### src/rtl/uart_tx_stream.sv
// FIFO-buffered UART transmitter, LSB-first, configurable width/stop bits.
// Optional parity (parity_mode port and PARITY state) with UART_TX_PARITY_EN.
module uart_tx_stream #(
    parameter int CLK_DIV    = 5,
    parameter int DATA_BITS  = 8,
    parameter int FIFO_DEPTH = 128,
    parameter int STOP_BITS  = 1
) (
    input  logic                        clk,
    input  logic                        rst_n,
    input  logic                        wr_en,
    input  logic [DATA_BITS-1:0]        wr_data,
    output logic                        ready,
    output logic                        overflow,
    output logic [$clog2(FIFO_DEPTH):0] level,
`ifdef UART_TX_PARITY_EN
    input  logic [1:0]                  parity_mode,
`endif
    output logic                        busy,
    output logic                        o_txp,
    output logic                        tx_done
);

    localparam int AW = $clog2(FIFO_DEPTH);
    localparam int BW = $clog2(CLK_DIV);
    localparam int CW = $clog2(DATA_BITS);

`ifdef UART_TX_PARITY_EN
    typedef enum logic [2:0] {IDLE, START, DATA, PARITY, STOP} state_t;
`else
    typedef enum logic [2:0] {IDLE, START, DATA, STOP} state_t;
`endif

    state_t               state;
    logic [DATA_BITS-1:0] mem [FIFO_DEPTH];
    logic [AW:0]          wr_ptr;
    logic [AW:0]          rd_ptr;
    logic [DATA_BITS-1:0] head;
    logic [DATA_BITS-1:0] shifter;
    logic [BW-1:0]        baud;
    logic [CW-1:0]        bit_cnt;
    logic                 full;
    logic                 empty;
    logic                 push;
    logic                 pop;
    logic                 baud_last;
    logic                 bit_last;
    logic                 stop_last;
    logic                 line_bit;
`ifdef UART_TX_PARITY_EN
    logic                 par_en;
    logic                 par_bit;
`endif

    assign full  = (wr_ptr[AW] != rd_ptr[AW]) &&
                   (wr_ptr[AW-1:0] == rd_ptr[AW-1:0]);
    assign empty = (wr_ptr == rd_ptr);
    assign ready = !full;
    assign level = wr_ptr - rd_ptr;
    assign push  = wr_en && ready;
    assign head  = mem[rd_ptr[AW-1:0]];

    assign baud_last = (baud == BW'(CLK_DIV - 1));
    assign bit_last  = (bit_cnt == CW'(DATA_BITS - 1));
    assign stop_last = (bit_cnt == CW'(STOP_BITS - 1));

    // Popping at the last stop cycle chains frames with no idle gap.
    assign pop = !empty &&
                 ((state == IDLE) ||
                  ((state == STOP) && baud_last && stop_last));

    always_ff @(posedge clk) begin
        if (push) begin
            mem[wr_ptr[AW-1:0]] <= wr_data;
        end
    end

    always_ff @(posedge clk) begin
        if (!rst_n) begin
            wr_ptr   <= '0;
            rd_ptr   <= '0;
            overflow <= 1'b0;
        end else begin
            overflow <= wr_en && !ready;
            if (push) wr_ptr <= wr_ptr + 1'b1;
            if (pop)  rd_ptr <= rd_ptr + 1'b1;
        end
    end

    always_comb begin
        line_bit = 1'b1;
        unique case (state)
            START:   line_bit = 1'b0;
            DATA:    line_bit = shifter[0];
`ifdef UART_TX_PARITY_EN
            PARITY:  line_bit = par_bit;
`endif
            default: line_bit = 1'b1;
        endcase
    end

    always_ff @(posedge clk) begin
        if (!rst_n) begin
            state   <= IDLE;
            shifter <= '0;
            baud    <= '0;
            bit_cnt <= '0;
            busy    <= 1'b0;
            o_txp   <= 1'b1;
            tx_done <= 1'b0;
`ifdef UART_TX_PARITY_EN
            par_en  <= 1'b0;
            par_bit <= 1'b0;
`endif
        end else begin
            o_txp   <= line_bit;
            tx_done <= (state == STOP) && baud_last && stop_last;
            if (pop) begin
                shifter <= head;
`ifdef UART_TX_PARITY_EN
                par_en  <= (parity_mode == 2'b01) ||
                           (parity_mode == 2'b10);
                par_bit <= (^head) ^ (parity_mode == 2'b10);
`endif
            end
            unique case (state)
                IDLE: begin
                    baud    <= '0;
                    bit_cnt <= '0;
                    if (pop) begin
                        state <= START;
                        busy  <= 1'b1;
                    end
                end
                START: begin
                    if (baud_last) begin
                        baud    <= '0;
                        bit_cnt <= '0;
                        state   <= DATA;
                    end else begin
                        baud <= baud + 1'b1;
                    end
                end
                DATA: begin
                    if (baud_last) begin
                        baud    <= '0;
                        shifter <= {1'b0, shifter[DATA_BITS-1:1]};
                        if (bit_last) begin
                            bit_cnt <= '0;
`ifdef UART_TX_PARITY_EN
                            state   <= par_en ? PARITY : STOP;
`else
                            state   <= STOP;
`endif
                        end else begin
                            bit_cnt <= bit_cnt + 1'b1;
                        end
                    end else begin
                        baud <= baud + 1'b1;
                    end
                end
`ifdef UART_TX_PARITY_EN
                PARITY: begin
                    if (baud_last) begin
                        baud    <= '0;
                        bit_cnt <= '0;
                        state   <= STOP;
                    end else begin
                        baud <= baud + 1'b1;
                    end
                end
`endif
                STOP: begin
                    if (baud_last) begin
                        baud <= '0;
                        if (stop_last) begin
                            bit_cnt <= '0;
                            if (pop) begin
                                state <= START;
                            end else begin
                                state <= IDLE;
                                busy  <= 1'b0;
                            end
                        end else begin
                            bit_cnt <= bit_cnt + 1'b1;
                        end
                    end else begin
                        baud <= baud + 1'b1;
                    end
                end
                default: state <= IDLE;
            endcase
        end
    end

endmodule

### config.mk
export PLATFORM = sky130hd
export DESIGN_NAME = uart_tx_stream
export DESIGN_NICKNAME = d
export VERILOG_FILES = /design/src/rtl/uart_tx_stream.sv
export SDC_FILE = /design/constraint.sdc
export NUM_CORES = 1
export LEC_CHECK = 0
export BUFFER_PORTS_ARGS = -buffer_cell sky130_fd_sc_hd__buf_4
export CAP_MARGIN = 5
export CORE_MARGIN = 8
export CORE_UTILIZATION = 40
export CTS_CLUSTER_SIZE = 30
export DETAILED_ROUTE_END_ITERATION = 8
export HOLD_SLACK_MARGIN = 0.1
export PLACE_DENSITY = 0.59
export SKIP_LAST_GASP = 1
export SYNTH_ARGS = -nofsm -noshare
export SYNTH_HDL_FRONTEND = slang
export SYNTH_SLANG_ARGS = --single-unit
export TNS_END_PERCENT = 30
### constraint.sdc
create_clock -name clk -period 4.6 [get_ports clk]
set_clock_uncertainty 0.1 [all_clocks]
set_input_delay 0.92 -clock clk [delete_from_list [all_inputs] [get_ports clk]]
set_output_delay 0.92 -clock clk [all_outputs]
set_load 0.03 [all_outputs]
==> results of run 1 <==
==> report_power, final <==
group | internal, mW | total [mW] | leakage (nW) | switching [mW]
sequential | 10.7 | 10.9 | 9.56 | 0.157
combinational | 1.99 | 4.48 | 3.39 | 2.49
clock | 4.89 | 8.44 | 1.64 | 3.56
==> layout by cell type, fill, tap and decap left out, types with 17 or more instances in the layout <==
| cell type | instances |
|---|---|
| edfxtp_1 | 1024 |
| mux4_2 | 187 |
| nor2_1 | 169 |
| mux2i_1 | 128 |
| clkbuf_16 | 110 |
| nand2_1 | 99 |
| buf_4 | 86 |
| a22oi_1 | 42 |
| nor3_1 | 40 |
| dfxtp_1 | 40 |
| nand3_1 | 34 |
| o22ai_1 | 33 |
| a21oi_1 | 28 |
| clkinv_1 | 28 |
| o21ai_0 | 27 |
| clkbuf_1 | 26 |
| inv_1 | 23 |
| and2_1 | 21 |
| nor2b_1 | 19 |
| ha_1 | 18 |
| xnor2_1 | 17 |
==> metrics by stage <==
stage | total power, mW | setup slack [ns] | hold slack, ns | instance area, um2 | cells
after floorplan | 14.3 | 1.35 | 0.346 | 42300 | 2224
after global placement | 15.6 | 0.425 | 0.372 | 44000 | 3591
after detailed placement | 15.6 | 0.510 | 0.403 | 44000 | 3591
after CTS | 24.0 | 0.510 | 0.351 | 47400 | 3784
after global routing | 24.5 | 0.152 | 0.390 | 47400 | 3784
final | 23.8 | 0.452 | 0.389 | 47400 | 3785
==> flip-flops by register name, summed over array words and instances (netlist names), 2 cells and up, named ones only <==
register,cells
baud,3
bit_cnt,3
mem,1024
rd_ptr,8
shifter,8
state,2
wr_ptr,8
==> critical path, stage by stage, from the launching register on <==
cell	delay, ns
dfxtp_1	0.65
ha_1	0.37
nand4_1	0.13
o31ai_1	0.20
nor2_1	0.30
nand3_1	0.75
buf_4	0.53
nor2_1	0.69
==> kinds of logic after synthesis <==
family / after synthesis / share of synthesized area
flops: 1067 / 0.747
simple gates: 432 / 0.0460
mux: 332 / 0.140
compound gates: 213 / 0.0355
buf+inv: 140 / 0.0213
xor+xnor: 21 / 0.00435
fa+ha+maj: 19 / 0.00580
==> worst min path at each step <==
stage,slack [ns],to,from,cells past startpoint
after floorplan,0.35,o_txp$_SDFF_PN1_,shifter[0]$_SDFF_PN0_,2
after global placement,0.37,busy$_SDFFE_PN0P_,busy$_SDFFE_PN0P_,2
after detailed placement,0.40,busy$_SDFFE_PN0P_,busy$_SDFFE_PN0P_,2
after CTS,0.35,overflow$_SDFF_PN0_,wr_en,3
after global routing,0.39,overflow$_SDFF_PN0_,wr_en,3
final,0.39,overflow$_SDFF_PN0_,wr_en,3
==> final cells by class <==
cell class,count,area (um2)
multi-input cells,1017,9820
flip-flops and latches,1067,31600
repair buffers,91,746
diodes,1,2.50
clock inverters,55,493
fillers,8992,57700
inverters,25,93.8
well taps,1391,1740
clock buffers,138,2880
==> metal layers <==
| metal | vias to the layer above | share of wire |
|---|---|---|
| li1 | 9212 | - |
| met1 | 11446 | 0.41 |
| met2 | 1073 | 0.46 |
| met3 | 231 | 0.092 |
| met4 | 2 | 0.040 |
| met5 | - | 0.00012 |
==> flow_metrics.py, run 1 <==
metrics = {
    "sta": {
        "slew_headroom": 0.139,
        "rsz0062_at_grt": "false",
        "final.setup.tns_ns": 0,
        "layout_min_cycle_time_ns": 4.15,
        "finalHoldViolCount": 0,
        "tightest_slew_ns": 1.29,
        "finalSetupViolCount": 0,
        "fmax_mhz": 241,
        "period_share": 0.902,
        "slew_viol_final": 0,
    },
    "critical_path": {
        "critPathCaptureType": "register",
        "critPathRequiredTime_ns": 4.77,
        "critPathArrivalTime_ns": 4.32,
        "critical_path.endpoint": "mem[90][1]$_DFFE_PP_",
        "startpoint_type": "register",
        "path_max_fanout": 13,
        "crit_type": "reg2reg",
        "critPathLaunch": "wr_ptr[5]$_SDFFE_PN0P_",
        "ff2ff_setup_slack_ns": 0.45,
        "r2r_start": "wr_ptr[5]$_SDFFE_PN0P_",
        "rr_worst_depth": 7,
        "r2r-end": "mem[90][1]$_DFFE_PP_",
    },
    "final_layout": {
        "post-route-util": 0.451,
        "syn_to_final_growth_pct": 12.0,
        "fin_nets": 2338,
        "drive_gt1_frac": 0.181,
    },
    "min_path": {
        "min_path_type": "in2reg",
    },
    "status": {
        "status": "completed",
    },
    "power_and_ir_drop": {
        "p_leak_nw": 14.6,
        "power_density_mw_per_mm2": 502,
        "vdd_drop_max_mv": 0.376,
    },
    "synthesis": {
        "synth.avg_cell_area_um2": 19.0,
        "synth.area.top_cells": "edfxtp_1, mux4_2, mux2i_1",
        "synth-edff-count": 1024,
        "yosysTopAreaCell": "edfxtp_1",
        "synthArstFlopShare": 0,
        "synth_seq_cells": 1067,
        "ys.flop_type": "edfxtp_1",
        "yosys.cell_count.top_type": "edfxtp_1",
        "synth_cells": 2224,
        "ys_seq_area_frac": 0.747,
        "syn_nets": 2254,
        "yosysUniqueCellTypes": 71,
        "netlist_area_mm2": 0.0423,
        "ys.warnings.count": 0,
        "synthTopCellsByCount": "edfxtp_1, mux4_2, nor2_1, mux2i_1, nand2_1",
        "synth_top_area_frac": 0.727,
    },
    "floorplanning": {
        "die_x_um": 341,
        "core_mm2": 0.105,
        "start_util": 0.403,
        "die_area_mm2": 0.116,
        "fp-row-count": 119,
        "ioPinCount": 24,
        "die_h_um": 341,
    },
    "grt": {
        "grt_pass1_wl_um": 158000,
        "gr-usage-met2": 0.289,
        "grt_util_met3": 0.0451,
        "grtUsageTotal": 0.186,
        "grt_max_degree": 100,
        "grt_antenna_before_repair": 2,
        "grt-ovfl-total": 0,
        "top_usage_layer": "met2",
        "use_met1": 0.254,
        "grt_pass1_vias": 22039,
    },
    "place": {
        "gp_congestion": 0.956,
        "port_buffers": 23,
        "hpwlAfterDp_um": 70000,
    },
    "routing": {
        "wirelength_um": 110000,
        "dr_total_vias": 21964,
        "drc": 0,
        "wl_per_cell_um": 29.1,
        "viasPerCell": 5.80,
        "postRouteAntennaNets": 0,
        "drt_first_pass_iters": 7,
        "drt_iter0_markers": 2725,
    },
    "clock_network": {
        "ctsHoldBuffers": 0,
        "cts_htree_levels": 3,
        "cts_setup_buffers": 0,
        "numCtsBuffers": 106,
        "clockBufferDepth": 3,
        "cts_root_buffer": "clkbuf_16",
        "clkLatencyLatePin_ns": 0.68,
        "cts_resized": 0,
        "clkTransAtPathRegs_ns": 0.06,
        "clock-sinks": 1067,
        "cts_tree": "yes",
    },
    "run": {
        "maxCapViolCount": 0,
    },
}
Power figures use the tool's default switching activity.
==> inputs of run 2 (changes only) <==
- CORE_ASPECT_RATIO: default -> 1.75
==> run 2 against run 1 <==
Compared with the run above:
- register-to-register slack improved by 0.28 ns
- sequential share of layout area rose by 0.35 points
- design area decreased by 0.52%
- worst hold slack got worse by 0.0083 ns
- critical path type is now reg2out
- critical endpoint is now level[6]
- largest power group unchanged
- highest routed layer is now met4
==> flow_metrics.py, run 2 (same netlist as run 1, synthesis figures left out) <==
metrics = {
    "grt": {
        "grtUsageTotal": 0.198,
        "grt_pass1_vias": 22415,
        "grt_max_degree": 129,
        "grt-ovfl-total": 0,
        "grt_pass1_wl_um": 165000,
        "grt_antenna_before_repair": 1,
    },
    "sta": {
        "fmax_mhz": 255,
        "slew_viol_final": 0,
        "tightest_slew_ns": 1.06,
        "layout_min_cycle_time_ns": 3.92,
        "finalSetupViolCount": 0,
        "slew_headroom": 0.285,
        "rsz0062_at_grt": "false",
        "final.setup.tns_ns": 0,
        "finalHoldViolCount": 0,
        "period_share": 0.852,
    },
    "critical_path": {
        "crit_slowest_cell": "dfxtp_1",
        "r2r-end": "mem[119][5]$_DFFE_PP_",
        "crit_chain": "inv_1 > ha_1 > fa_1 > inv_1 > a21o_1 > a21oi_1 > o21bai_1 > a21oi_1 > xnor2_1 > buf_4",
        "critPathCaptureType": "output pin",
        "rr_worst_depth": 8,
        "crit_type": "reg2out",
        "max_stage_delay_ns": 0.51,
        "r2r_start": "wr_ptr[0]$_SDFFE_PN0P_",
        "ff2ff_setup_slack_ns": 0.73,
        "path_max_fanout": 9,
        "worst-path-buf-inv": 3,
        "critPathArrivalTime_ns": 2.90,
        "startpoint_type": "register",
        "critPathRequiredTime_ns": 3.58,
        "cp_top_family": "adder cells",
    },
    "place": {
        "dp_cells": 3576,
        "port_buffers": 23,
        "hpwlAfterDp_um": 76100,
        "gp_congestion": 0.910,
        "dpl_cell_area_mm2": 0.0442,
    },
    "routing": {
        "postRouteAntennaNets": 0,
        "dr_total_vias": 21712,
        "viasPerCell": 5.81,
        "drt_first_pass_iters": 8,
        "wl_per_cell_um": 30.8,
        "drc": 0,
        "drt_iter0_markers": 2137,
        "wirelength_um": 115000,
    },
    "power_and_ir_drop": {
        "vdd_drop_max_mv": 0.301,
        "power.net_switching_mw": 6.14,
        "power_frac_seq": 0.469,
        "internal_power_mw": 17.0,
        "power_density_mw_per_mm2": 491,
        "p_leak_nw": 14.5,
        "switching_share": 0.265,
        "power_frac_comb": 0.199,
        "clockPowerShare": 0.332,
    },
    "final_layout": {
        "largest_register_ffs": 1024,
        "layout_commonest_cell": "edfxtp_1",
        "drive_gt1_frac": 0.185,
        "multi_input_area_mm2": 0.00983,
        "stdcell_area_mm2": 0.0471,
        "final_cell_mix": "edfxtp_1, mux4_2, nor2_1, mux2i_1, nand2_1",
        "fin_cells": 3740,
        "post-route-util": 0.447,
        "n_fill_cell": 8932,
        "syn_to_final_growth_pct": 11.4,
        "fin_nets": 2338,
        "regArea_mm2": 0.0316,
    },
    "clock_network": {
        "ctsHoldBuffers": 0,
        "clkTransAtPathRegs_ns": 0.07,
        "clock-sinks": 1067,
        "clockBufferDepth": 3,
        "cts_root_buffer": "clkbuf_16",
        "cts_tree": "yes",
        "cts_setup_buffers": 0,
        "cts_htree_levels": 3,
        "cts_resized": 0,
        "numCtsBuffers": 90,
        "clkLatencyLatePin_ns": 0.68,
    },
    "min_path": {
        "min_path_type": "reg2reg",
        "min_from": "busy$_SDFFE_PN0P_",
        "holdPathStages": 2,
        "hold_end": "busy$_SDFFE_PN0P_",
    },
    "floorplanning": {
        "start_util": 0.402,
        "fp-row-count": 158,
        "core_mm2": 0.105,
        "ioPinCount": 24,
        "die_area_mm2": 0.117,
        "die_h_um": 446,
        "die_x_um": 262,
    },
    "run": {
        "maxCapViolCount": 0,
    },
    "status": {
        "status": "completed",
    },
}
-- run 2: final cells by class --
type / instances / share of cell area
diodes: 1 / 0.0000531
clock buffers: 108 / 0.0515
clock inverters: 55 / 0.0105
repair buffers: 107 / 0.0208
inverters: 25 / 0.00199
multi-input cells: 1017 / 0.208
flip-flops and latches: 1067 / 0.671
well taps: 1360 / 0.0361
-- run 2: worst max-delay path by stage --
stage | start | to | depth (start not counted)
finish | wr_ptr[0]$_SDFFE_PN0P_ | level[6] | 10
CTS | wr_ptr[0]$_SDFFE_PN0P_ | level[6] | 10
global route | wr_ptr[1]$_SDFFE_PN0P_ | level[7] | 9
detailed placement | wr_ptr[0]$_SDFFE_PN0P_ | mem[55][1]$_DFFE_PP_ | 8
floorplan | wr_ptr[0]$_SDFFE_PN0P_ | level[6] | 10
global placement | wr_ptr[0]$_SDFFE_PN0P_ | mem[55][1]$_DFFE_PP_ | 8
-- run 2: worst register-to-register path, cell delays in order, from the launching register on --
cell,delay [ns]
dfxtp_1,0.51
inv_1,0.14
ha_1,0.33
nand4_1,0.15
o31ai_1,0.17
nor2_1,0.37
nand3_1,0.71
buf_4,0.47
nor2_1,0.56
-- run 2: power groups by stage --
stage / logic, mW / registers (mW) / clock network (mW)
floorplan: 3.32 / 11.0 / 0
global placement: 4.61 / 11.1 / 0
detailed placement: 4.67 / 11.1 / 0
CTS: 4.67 / 10.9 / 7.82
global route: 4.85 / 10.9 / 8.14
finish: 4.61 / 10.9 / 7.70
-- run 2: stage by stage --
stage / total power [mW] / hold slack, ns / setup WS, ns
finish: 23.2 / 0.381 / 0.681
global route: 23.9 / 0.394 / 0.506
CTS: 23.4 / 0.340 / 0.638
detailed placement: 15.7 / 0.380 / 0.812
global placement: 15.7 / 0.366 / 0.924
floorplan: 14.3 / 0.346 / 1.35
-- run 2: routing by layer --
layer	routed length, um	up-vias	global-route usage
li1	-	9182	-
met3	6540	242	0.0268
met5	0	-	0
met4	8800	0	0.133
met2	59700	856	0.345
met1	40100	11432	0.224
